--- src/rtl/multicycle_ctrl.sv ---
// Moore control FSM for the shared-memory multicycle MIPS datapath: sequences
// fetch/decode/execute/memory/writeback, traps illegal opcodes and counts retirements.
module multicycle_ctrl #(
  parameter int OP_W          = 6,
  parameter int ALU_OP_W      = 3,
  parameter int CNT_W         = 32,
  parameter int MEM_HANDSHAKE = 1
) (
  input  logic                clk_i,
  input  logic                rst_i,
  input  logic [OP_W-1:0]     instr_op_i,
  input  logic                mem_ready_i,
  output logic                PCWrite_o,
  output logic                PCWriteCond_o,
  output logic                IorD_o,
  output logic                MemRead_o,
  output logic                MemWrite_o,
  output logic                IRWrite_o,
  output logic                MemtoReg_o,
  output logic                RegWrite_o,
  output logic                RegDst_o,
  output logic                ALUSrcA_o,
  output logic [1:0]          ALUSrcB_o,
  output logic [ALU_OP_W-1:0] ALU_op_o,
  output logic [1:0]          PCSource_o,
  output logic                illegal_o,
  output logic [3:0]          state_o,
  output logic [CNT_W-1:0]    instr_count_o
);

  typedef enum logic [3:0] {
    S_IF     = 4'd0,
    S_ID     = 4'd1,
    S_MEMADR = 4'd2,
    S_MEMRD  = 4'd3,
    S_MEMWB  = 4'd4,
    S_MEMWR  = 4'd5,
    S_EXR    = 4'd6,
    S_WBR    = 4'd7,
    S_EXI    = 4'd8,
    S_WBI    = 4'd9,
    S_BR     = 4'd10,
    S_JMP    = 4'd11,
    S_TRAP   = 4'd15
  } state_e;

  localparam logic [OP_W-1:0] OP_RTYPE = OP_W'(6'b000000);
  localparam logic [OP_W-1:0] OP_ADDI  = OP_W'(6'b001000);
  localparam logic [OP_W-1:0] OP_SLTI  = OP_W'(6'b001010);
  localparam logic [OP_W-1:0] OP_BEQ   = OP_W'(6'b000100);
  localparam logic [OP_W-1:0] OP_LW    = OP_W'(6'b100011);
  localparam logic [OP_W-1:0] OP_SW    = OP_W'(6'b101011);
  localparam logic [OP_W-1:0] OP_J     = OP_W'(6'b000010);

  localparam logic [ALU_OP_W-1:0] ALU_ADD   = ALU_OP_W'(3'b000);
  localparam logic [ALU_OP_W-1:0] ALU_SUB   = ALU_OP_W'(3'b001);
  localparam logic [ALU_OP_W-1:0] ALU_FUNCT = ALU_OP_W'(3'b010);
  localparam logic [ALU_OP_W-1:0] ALU_SLT   = ALU_OP_W'(3'b011);

  state_e            state_q, state_d;
  logic [OP_W-1:0]   op_q;
  logic              illegal_q;
  logic [CNT_W-1:0]  cnt_q;
  logic              ready;
  logic              retire;
  logic              pcw, pcwc, mrd, mwr, irw, rgw;

  assign ready = mem_ready_i | (MEM_HANDSHAKE == 0);

  always_ff @(posedge clk_i) begin
    if (rst_i) begin
      state_q   <= S_IF;
      op_q      <= '0;
      illegal_q <= 1'b0;
      cnt_q     <= '0;
    end else begin
      state_q <= state_d;
      if (state_q == S_ID) op_q <= instr_op_i;
      if (state_d == S_TRAP) illegal_q <= 1'b1;
      if (retire) cnt_q <= cnt_q + CNT_W'(1);
    end
  end

  // Next state and Moore outputs; only IF's IRWrite/PCWrite look at mem_ready_i.
  always_comb begin
    state_d       = state_q;
    retire        = 1'b0;
    pcw           = 1'b0;
    pcwc          = 1'b0;
    mrd           = 1'b0;
    mwr           = 1'b0;
    irw           = 1'b0;
    rgw           = 1'b0;
    IorD_o        = 1'b0;
    MemtoReg_o    = 1'b0;
    RegDst_o      = 1'b0;
    ALUSrcA_o     = 1'b0;
    ALUSrcB_o     = 2'b00;
    ALU_op_o      = ALU_ADD;
    PCSource_o    = 2'b00;
    unique case (state_q)
      S_IF: begin
        mrd       = 1'b1;
        ALUSrcB_o = 2'b01;
        irw       = ready;
        pcw       = ready;
        if (ready) state_d = S_ID;
      end
      S_ID: begin
        ALUSrcB_o = 2'b11;
        if (instr_op_i == OP_RTYPE)                          state_d = S_EXR;
        else if (instr_op_i == OP_ADDI || instr_op_i == OP_SLTI) state_d = S_EXI;
        else if (instr_op_i == OP_BEQ)                       state_d = S_BR;
        else if (instr_op_i == OP_LW || instr_op_i == OP_SW) state_d = S_MEMADR;
        else if (instr_op_i == OP_J)                         state_d = S_JMP;
        else                                                 state_d = S_TRAP;
      end
      S_MEMADR: begin
        ALUSrcA_o = 1'b1;
        ALUSrcB_o = 2'b10;
        state_d   = (op_q == OP_LW) ? S_MEMRD : S_MEMWR;
      end
      S_MEMRD: begin
        mrd    = 1'b1;
        IorD_o = 1'b1;
        if (ready) state_d = S_MEMWB;
      end
      S_MEMWB: begin
        rgw        = 1'b1;
        MemtoReg_o = 1'b1;
        retire     = 1'b1;
        state_d    = S_IF;
      end
      S_MEMWR: begin
        mwr    = 1'b1;
        IorD_o = 1'b1;
        if (ready) begin
          retire  = 1'b1;
          state_d = S_IF;
        end
      end
      S_EXR: begin
        ALUSrcA_o = 1'b1;
        ALU_op_o  = ALU_FUNCT;
        state_d   = S_WBR;
      end
      S_WBR: begin
        RegDst_o = 1'b1;
        rgw      = 1'b1;
        retire   = 1'b1;
        state_d  = S_IF;
      end
      S_EXI: begin
        ALUSrcA_o = 1'b1;
        ALUSrcB_o = 2'b10;
        ALU_op_o  = (op_q == OP_SLTI) ? ALU_SLT : ALU_ADD;
        state_d   = S_WBI;
      end
      S_WBI: begin
        rgw     = 1'b1;
        retire  = 1'b1;
        state_d = S_IF;
      end
      S_BR: begin
        ALUSrcA_o  = 1'b1;
        ALU_op_o   = ALU_SUB;
        pcwc       = 1'b1;
        PCSource_o = 2'b01;
        retire     = 1'b1;
        state_d    = S_IF;
      end
      S_JMP: begin
        pcw        = 1'b1;
        PCSource_o = 2'b10;
        retire     = 1'b1;
        state_d    = S_IF;
      end
      S_TRAP:  state_d = S_TRAP;
      default: state_d = S_TRAP;
    endcase
    if (rst_i) retire = 1'b0;
  end

  // Reset suppresses every write/request so an abandoned instruction leaves no trace.
  assign PCWrite_o     = pcw  & ~rst_i;
  assign PCWriteCond_o = pcwc & ~rst_i;
  assign MemRead_o     = mrd  & ~rst_i;
  assign MemWrite_o    = mwr  & ~rst_i;
  assign IRWrite_o     = irw  & ~rst_i;
  assign RegWrite_o    = rgw  & ~rst_i;

  assign illegal_o     = illegal_q;
  assign state_o       = state_q;
  assign instr_count_o = cnt_q;

endmodule

--- config.mk ---
export PLATFORM = sky130hd
export DESIGN_NAME = multicycle_ctrl
export DESIGN_NICKNAME = d
export VERILOG_FILES = /design/src/rtl/multicycle_ctrl.sv
export SDC_FILE = /design/constraint.sdc
export NUM_CORES = 1
export LEC_CHECK = 0
export BUFFER_PORTS_ARGS = -buffer_cell sky130_fd_sc_hd__buf_2
export CORE_MARGIN = 2
export CORE_UTILIZATION = 47
export DETAILED_ROUTE_END_ITERATION = 16
export PLACE_DENSITY = 0.77
export SLEW_MARGIN = 20
export SYNTH_ARGS = -nofsm -noshare
export SYNTH_HDL_FRONTEND = slang
export SYNTH_SLANG_ARGS = --single-unit
export TNS_END_PERCENT = 5
--- constraint.sdc ---
create_clock -name clk_i -period 1.9 [get_ports clk_i]
set_input_delay 0.285 -clock clk_i [delete_from_list [all_inputs] [get_ports clk_i]]
set_output_delay 0.285 -clock clk_i [all_outputs]
set_load 0.005 [all_outputs]
==> metrics.txt, run 1 <==
detailed placer's ending HPWL=about 4500 um; Max Cap Viol=0; Synth cell types=50; die area=between 0.005 and 0.006 mm2; RSZ-0062 raised after global routing=yes; synthesized netlist cell count=around 310; Worst-path clk slew=90 ps; Skew-Pair Late Insertion Delay=~290 ps; static leakage=between 0.001 and 0.0015 uW; Synth area leader=dfxtp_1; vias post-DR=around 2,600; Final Max Slew Viols=0; hold path depth=3; failing checks=negative setup slack; ANT nets after route=0; CTS sink count=43; post-synthesis sequential area ratio=36.1%; clk buf depth=2; # setup viols final=6; largest fanout on the critical path=8; CP Buf/Inv Count=2; R2R Path End=instr_count_o[21]; TritonCTS buffer count=5; design area=0.00319 mm2; Reg power frac=34.3%; Clock H-tree levels=2; Post-DP Area=0.00297 mm2; worst setup margin=-67.3 ps; n_diodes=0; commonest non-fill, non-tap cell in the layout=buf_2; status=complete, but fails checks; P_sw=around 1100 uW; GRT overflow=0; WL final=roughly 6400 um; clock power share=26.2%; Syn Std Cell Area=0.00238 mm2; Iteration-0 DRC Markers=190; Async SR Flop Fraction=0%; Cell Pwr Density=1010 mW/mm2; number of global-route vias before repair=between 2,000 and 2,500; Initial Util=49.5%; Reg2Reg Depth=7; final setup TNS=-204 ps; Vias/cell=roughly 5.7; area share of the largest cell type after synthesis=between 30 and 40%; endpoint type of the worst setup path=register; worst setup path startpoint=state_o[0]; Synth Register Bits=43; Comb power frac=about two fifths; FF-to-FF setup slack=-70 ps; layout cells sized above 1=~34%; HP Class=in -> reg; Fin. Hold Viols=0; Synthesized Nets=315; crit path time final=~2000 ps; DR pass1 iterations=5; GPL Wtd Cong=0.889; Yosys warnings=0; fin nets=just over 400; achievable frequency=between 500 and 600 MHz; CTS tree=built; data required time at the worst endpoint=~2100 ps; Sw Ratio=about a third; Die Ht=~75 um; fill count=just over 400; critical path arrival=between 2000 and 2500 ps; EDFF count, synth=0; Setup Skew=around 6 ps; number of I/O pins=63; Max rail drop VDD=561 uV; antenna violations before repair=0; most frequent cells in the layout=61 x buf_2, 37 x dfxtp_1, 34 x buf_4; CP top delay family=simple AND/OR/NAND/NOR gates; critical path cell sequence=nor3b_2 > nor4b_4 > o2111ai_2 > buf_6 > buf_4 > or4_1 > a21oi_1; first-pass GRT wire length=9920 um; num rows=25; synth top area cells=dfxtp_1 36%, a21oi_1 6.5%, nand2_1 4.9%; area grow syn2layout=33.8%; Critical R2R Launch=state_o[0]; DRC violations left=0; pin count of the biggest net entering global routing=31; Mean Syn Cell Area=7.81 um2; Top FF cell, synth=dfxtp_1; CP max stage delay=slightly below 400 ps; crit path kind=reg -> reg; area occupied by multi-input gates=around 0.0014 mm2; hold path endpoint=op_q[4]; Core Box Area=just under 0.005 mm2; register area=873 um2; Int Pwr=2100 uW; hold path start=instr_op_i[4]; # port buffers=61; die width=approximately 75 um; root buf cell=clkbuf_8; hold slack=roughly 260 ps; Tcrit/Tclk final=104%; Avg WL per Cell=13.9 um; GRT Overall Usage=a little over a fifth; final core occ=about two thirds; CP Launch Type=register; Max stage delay cell, worst path=or4_1
-- what timing repair did --
item,CTS,global route
hold buffers,0,0
pin swaps,0,7
buffers inserted,0,1
setup endpoints to repair,16,21
resized for setup,7,12
-- routing by layer --
metal	GRT usage, %	share of wire, %
met5	0	0
met4	5.65	0.48
met3	4.69	6.6
met2	35.9	48
met1	29.8	45
-- logic make-up after synthesis --
kind of cell,share of synthesized area [%]
other,0.157
and+or+nand+nor,33.2
buffers and inverters,5.41
adders and majority gates,0.525
AOI/OAI and AO/OA,20.1
DFF,36.1
xor gates and xnor gates,4.41
-- worst reg2reg max path: stages, from the launching register on --
cell and delay (ps):
dfxtp_2 350, nor3b_2 190, nor4b_4 370, o2111ai_2 150, buf_6 170, buf_4 130
or4_1 390, a21oi_1 140
-- cell usage after synthesis, types with 9 or more instances --
master,instances
a21oi_1,31
clkbuf_1,11
dfxtp_1,43
inv_1,11
nand2_1,31
nand3_1,11
nand4_1,9
nor2_1,30
nor3_1,9
o21ai_0,18
o31ai_1,10
or3_1,12
or4_1,9
xor2_1,9
-- metrics by stage --
stage | cells | total power, uW | setup slack [ps]
after global placement | 452 | 2260 | 24.5
after CTS | 460 | 3140 | -12.0
after floorplan | 305 | 1850 | 12.4
after global routing | 461 | 3410 | -155
final | 461 | 3230 | -67.3
after detailed placement | 452 | 2280 | -58.5
-- how the worst max path moves through the flow --
stage / end / slack, ps / cells past startpoint
2_1_floorplan: instr_count_o[26] / 10 / 7
3_3_place_gp: instr_count_o[27] / 20 / 6
3_5_place_dp: instr_count_o[27] / -60 / 6
4_1_cts: RegWrite_o / -10 / 7
5_1_grt: instr_count_o[29] / -160 / 6
6_report: instr_count_o[21] / -70 / 7
-- layout make-up --
type | instances | share of cell area (%)
inverter | 11 | 1.30
clock inverter | 3 | 2.12
timing repair buffer | 99 | 19.0
tap | 67 | 2.63
multi-input combinational | 233 | 45.4
clock buffer | 5 | 2.16
sequential | 43 | 27.4
-- registers in the layout, indices dropped and copies added (netlist names) --
| name | flops |
|---|---|
| illegal_o | 1 |
| instr_count_o | 32 |
| op_q | 6 |
| state_o | 4 |
-- power groups by stage --
stage          combinational (uW)  sequential [uW]  clock (uW)
3_3_place_gp                 1170             1090           0
3_5_place_dp                 1180             1090           0
4_1_cts                      1200             1090         848
2_1_floorplan                 769             1080           0
6_report                     1280             1110         849
5_1_grt                      1400             1120         890
Power figures use the tool's default switching activity.
==> run 2: changes to the inputs <==
CORE_UTILIZATION = 50   (was 47)
PLACE_DENSITY = 0.78   (was 0.77)
clock period = 2.2 ns   (was 1.9 ns; I/O delays follow)
==> run 2 against run 1 <==
Compared with the run above:
- flip-flop and latch count stayed put
- worst setup slack better by 220 ps
- largest power group unchanged
- count of clock-buffer cells in the layout is 1 higher
- critical endpoint is now ALU_op_o[1]
- largest cell class unchanged
- the flow now finishes without violations
- register-to-register slack better by 240 ps
==> metrics.txt, run 2 (same netlist as run 1, synthesis figures left out) <==
status=finished clean; most frequent cells in the layout=61 x buf_2, 42 x dfxtp_1, 31 x nand2_1, 31 x a21oi_1, 30 x nor2_1; Max Cap Viol=0 (unchanged); Max stage delay cell, worst path=dfxtp_2; die width=73.0 um (-2.9%); crit path time final=2050 ps; R2R Path End=instr_count_o[25]; fill count=417 (+1.5%); Avg WL per Cell=13.7 um (-1.9%); post-cts sizing count=0 (-7); TritonCTS buffer count=5 (unchanged); Vias/cell=5.81 (+1.8%); CTS sink count=43 (unchanged); hold path depth=3 (unchanged); # port buffers=61 (unchanged); Core Box Area=0.00466 mm2 (-3.2%); Iteration-0 DRC Markers=156 (-18%); dpl ws=187 ps (+246 ps); Post-CTS Repair Setup Buffers=0 (unchanged); Largest register FFs=32 (unchanged); CP max stage delay=400 ps (about the same); root buf cell=clkbuf_8; Final Max Slew Viols=0 (unchanged); Initial Util=51.1% (+1.7 points); number of global-route vias before repair=2,205 (-1.8%); static leakage=0.00116 uW (-12%); Cell Pwr Density=847 mW/mm2 (-16%); Setup Skew=9.28 ps (+3.28 ps); design area=0.00287 mm2 (-10%); final setup TNS=0 ps (+204 ps); data required time at the worst endpoint=1870 ps (-260 ps); hold path start=instr_op_i[4]; CP Launch Type=register; GRT overflow=0 (unchanged); die area=0.00533 mm2 (-5.7%); Post-DP Area=0.00277 mm2 (-6.8%); FF-to-FF setup slack=170 ps (+240 ps); Tcrit/Tclk final=between 90 and 100%; Die Ht=73.0 um (-2.9%); antenna violations before repair=0 (unchanged); layout cells sized above 1=25.7% (-8.3 points); Skew-Pair Late Insertion Delay=290 ps (about the same); achievable frequency=between 400 and 500 MHz; Fin. Hold Viols=0 (unchanged); critical path cell sequence=buf_4 > nand2b_1 > or3_1 > o21a_1 > nor2_1 > buf_2; GRT Overall Usage=23.1% (+1.1 points); Sw Ratio=37.5% (+2.6 points); first-pass GRT wire length=9970 um (+0.48%); n_diodes=0 (unchanged); DRC violations left=0 (unchanged); vias post-DR=2,458 (-6.6%); crit path kind=reg -> out; fin nets=378 (-6.2%); critical path arrival=1720 ps (-480 ps); commonest non-fill, non-tap cell in the layout=buf_2; CTS Hold Bufs=0 (unchanged); largest fanout on the critical path=12 (+4); Worst-path clk slew=80 ps (about the same); area grow syn2layout=20.3%; detailed placer's ending HPWL=4240 um (-6.0%); Comb power frac=40.8% (+1.4 points); Critical R2R Launch=instr_count_o[8]; Max rail drop VDD=555 uV (-1.2%); clock power share=21.9% (-4.3 points); GPL Wtd Cong=0.862 (-3.0%); pin count of the biggest net entering global routing=26 (-16%); RSZ-0062 raised after global routing=no; number of I/O pins=63 (unchanged); num rows=25 (unchanged); endpoint type of the worst setup path=output pin; clk buf depth=2 (unchanged); Reg2Reg Depth=6 (-1); ANT nets after route=0 (unchanged); Int Pwr=1520 uW (-28%); WL final=5780 um (-10%); P_sw=910 uW (-19%); # setup viols final=0 (-6); DR pass1 iterations=4 (-1); hold path endpoint=op_q[4]; CTS tree=built; worst setup margin=155 ps (+222 ps); Clock H-tree levels=2 (unchanged); HP Class=in -> reg; Reg power frac=37.3% (+3.0 points)
[run 2: cell types whose count changed in the layout (fill, tap and decap cells not counted), sizes merged]
cell / change
buf: -25
bufinv: -2
clkbuf: +1
clkinv: +1
[run 2: worst max-delay path by stage]
| stage | from | to | slack [ps] | depth (start not counted) |
|---|---|---|---|---|
| 6_report | state_o[3] | ALU_op_o[1] | 150 | 6 |
| 5_1_grt | instr_count_o[1] | instr_count_o[20] | 2 | 7 |
| 4_1_cts | state_o[3] | ALU_op_o[1] | 40 | 6 |
| 3_5_place_dp | instr_count_o[1] | instr_count_o[20] | 190 | 7 |
| 3_3_place_gp | instr_count_o[0] | instr_count_o[22] | 270 | 7 |
| 2_1_floorplan | instr_count_o[0] | instr_count_o[26] | 190 | 7 |
[run 2: layer usage]
metal / global-route usage [%] / vias to the layer above / share of wire [%]
met1: 32.6 / 1153 / 48
li1: - / 1228 / -
met5: 0 / - / 0
met4: 6.79 / 0 / 1.0
met2: 36.2 / 71 / 46
met3: 3.59 / 6 / 5.1
[run 2: area by class of cell]
class,instances,area (um2),area share [%]
Sequential cell,43,862,30.1
Timing Repair Buffer,74,403,14.1
Inverter,11,41.3,1.44
Clock buffer,6,82.6,2.88
Tap cell,54,67.6,2.36
Clock inverter,2,16.3,0.568
Multi-Input combinational cell,233,1390,48.6
[run 2: critical path: cells and delay by family, from the launching register on]
family / cells / cell delay (ps)
and+or+nand+nor: 3 / 620
DFF: 1 / 400
AOI/OAI and AO/OA: 1 / 110
buffers and inverters: 2 / 310
[run 2: power groups by stage]
stage / logic, uW / registers, uW / clock network [uW]
5_1_grt: 1110 / 920 / 571
3_3_place_gp: 970 / 918 / 0
3_5_place_dp: 981 / 922 / 0
2_1_floorplan: 664 / 932 / 0
4_1_cts: 986 / 904 / 544
6_report: 990 / 906 / 532
[run 2: through the flow]
stage | power (uW) | instances | util [%] | hold WS (ps)
6_report | 2430 | 423 | 61.5 | 301
5_1_grt | 2600 | 423 | 61.5 | 312
4_1_cts | 2430 | 423 | 61.4 | 293
3_5_place_dp | 1900 | 415 | 59.3 | 449
3_3_place_gp | 1890 | 415 | 59.3 | 445
2_1_floorplan | 1600 | 305 | - | 432
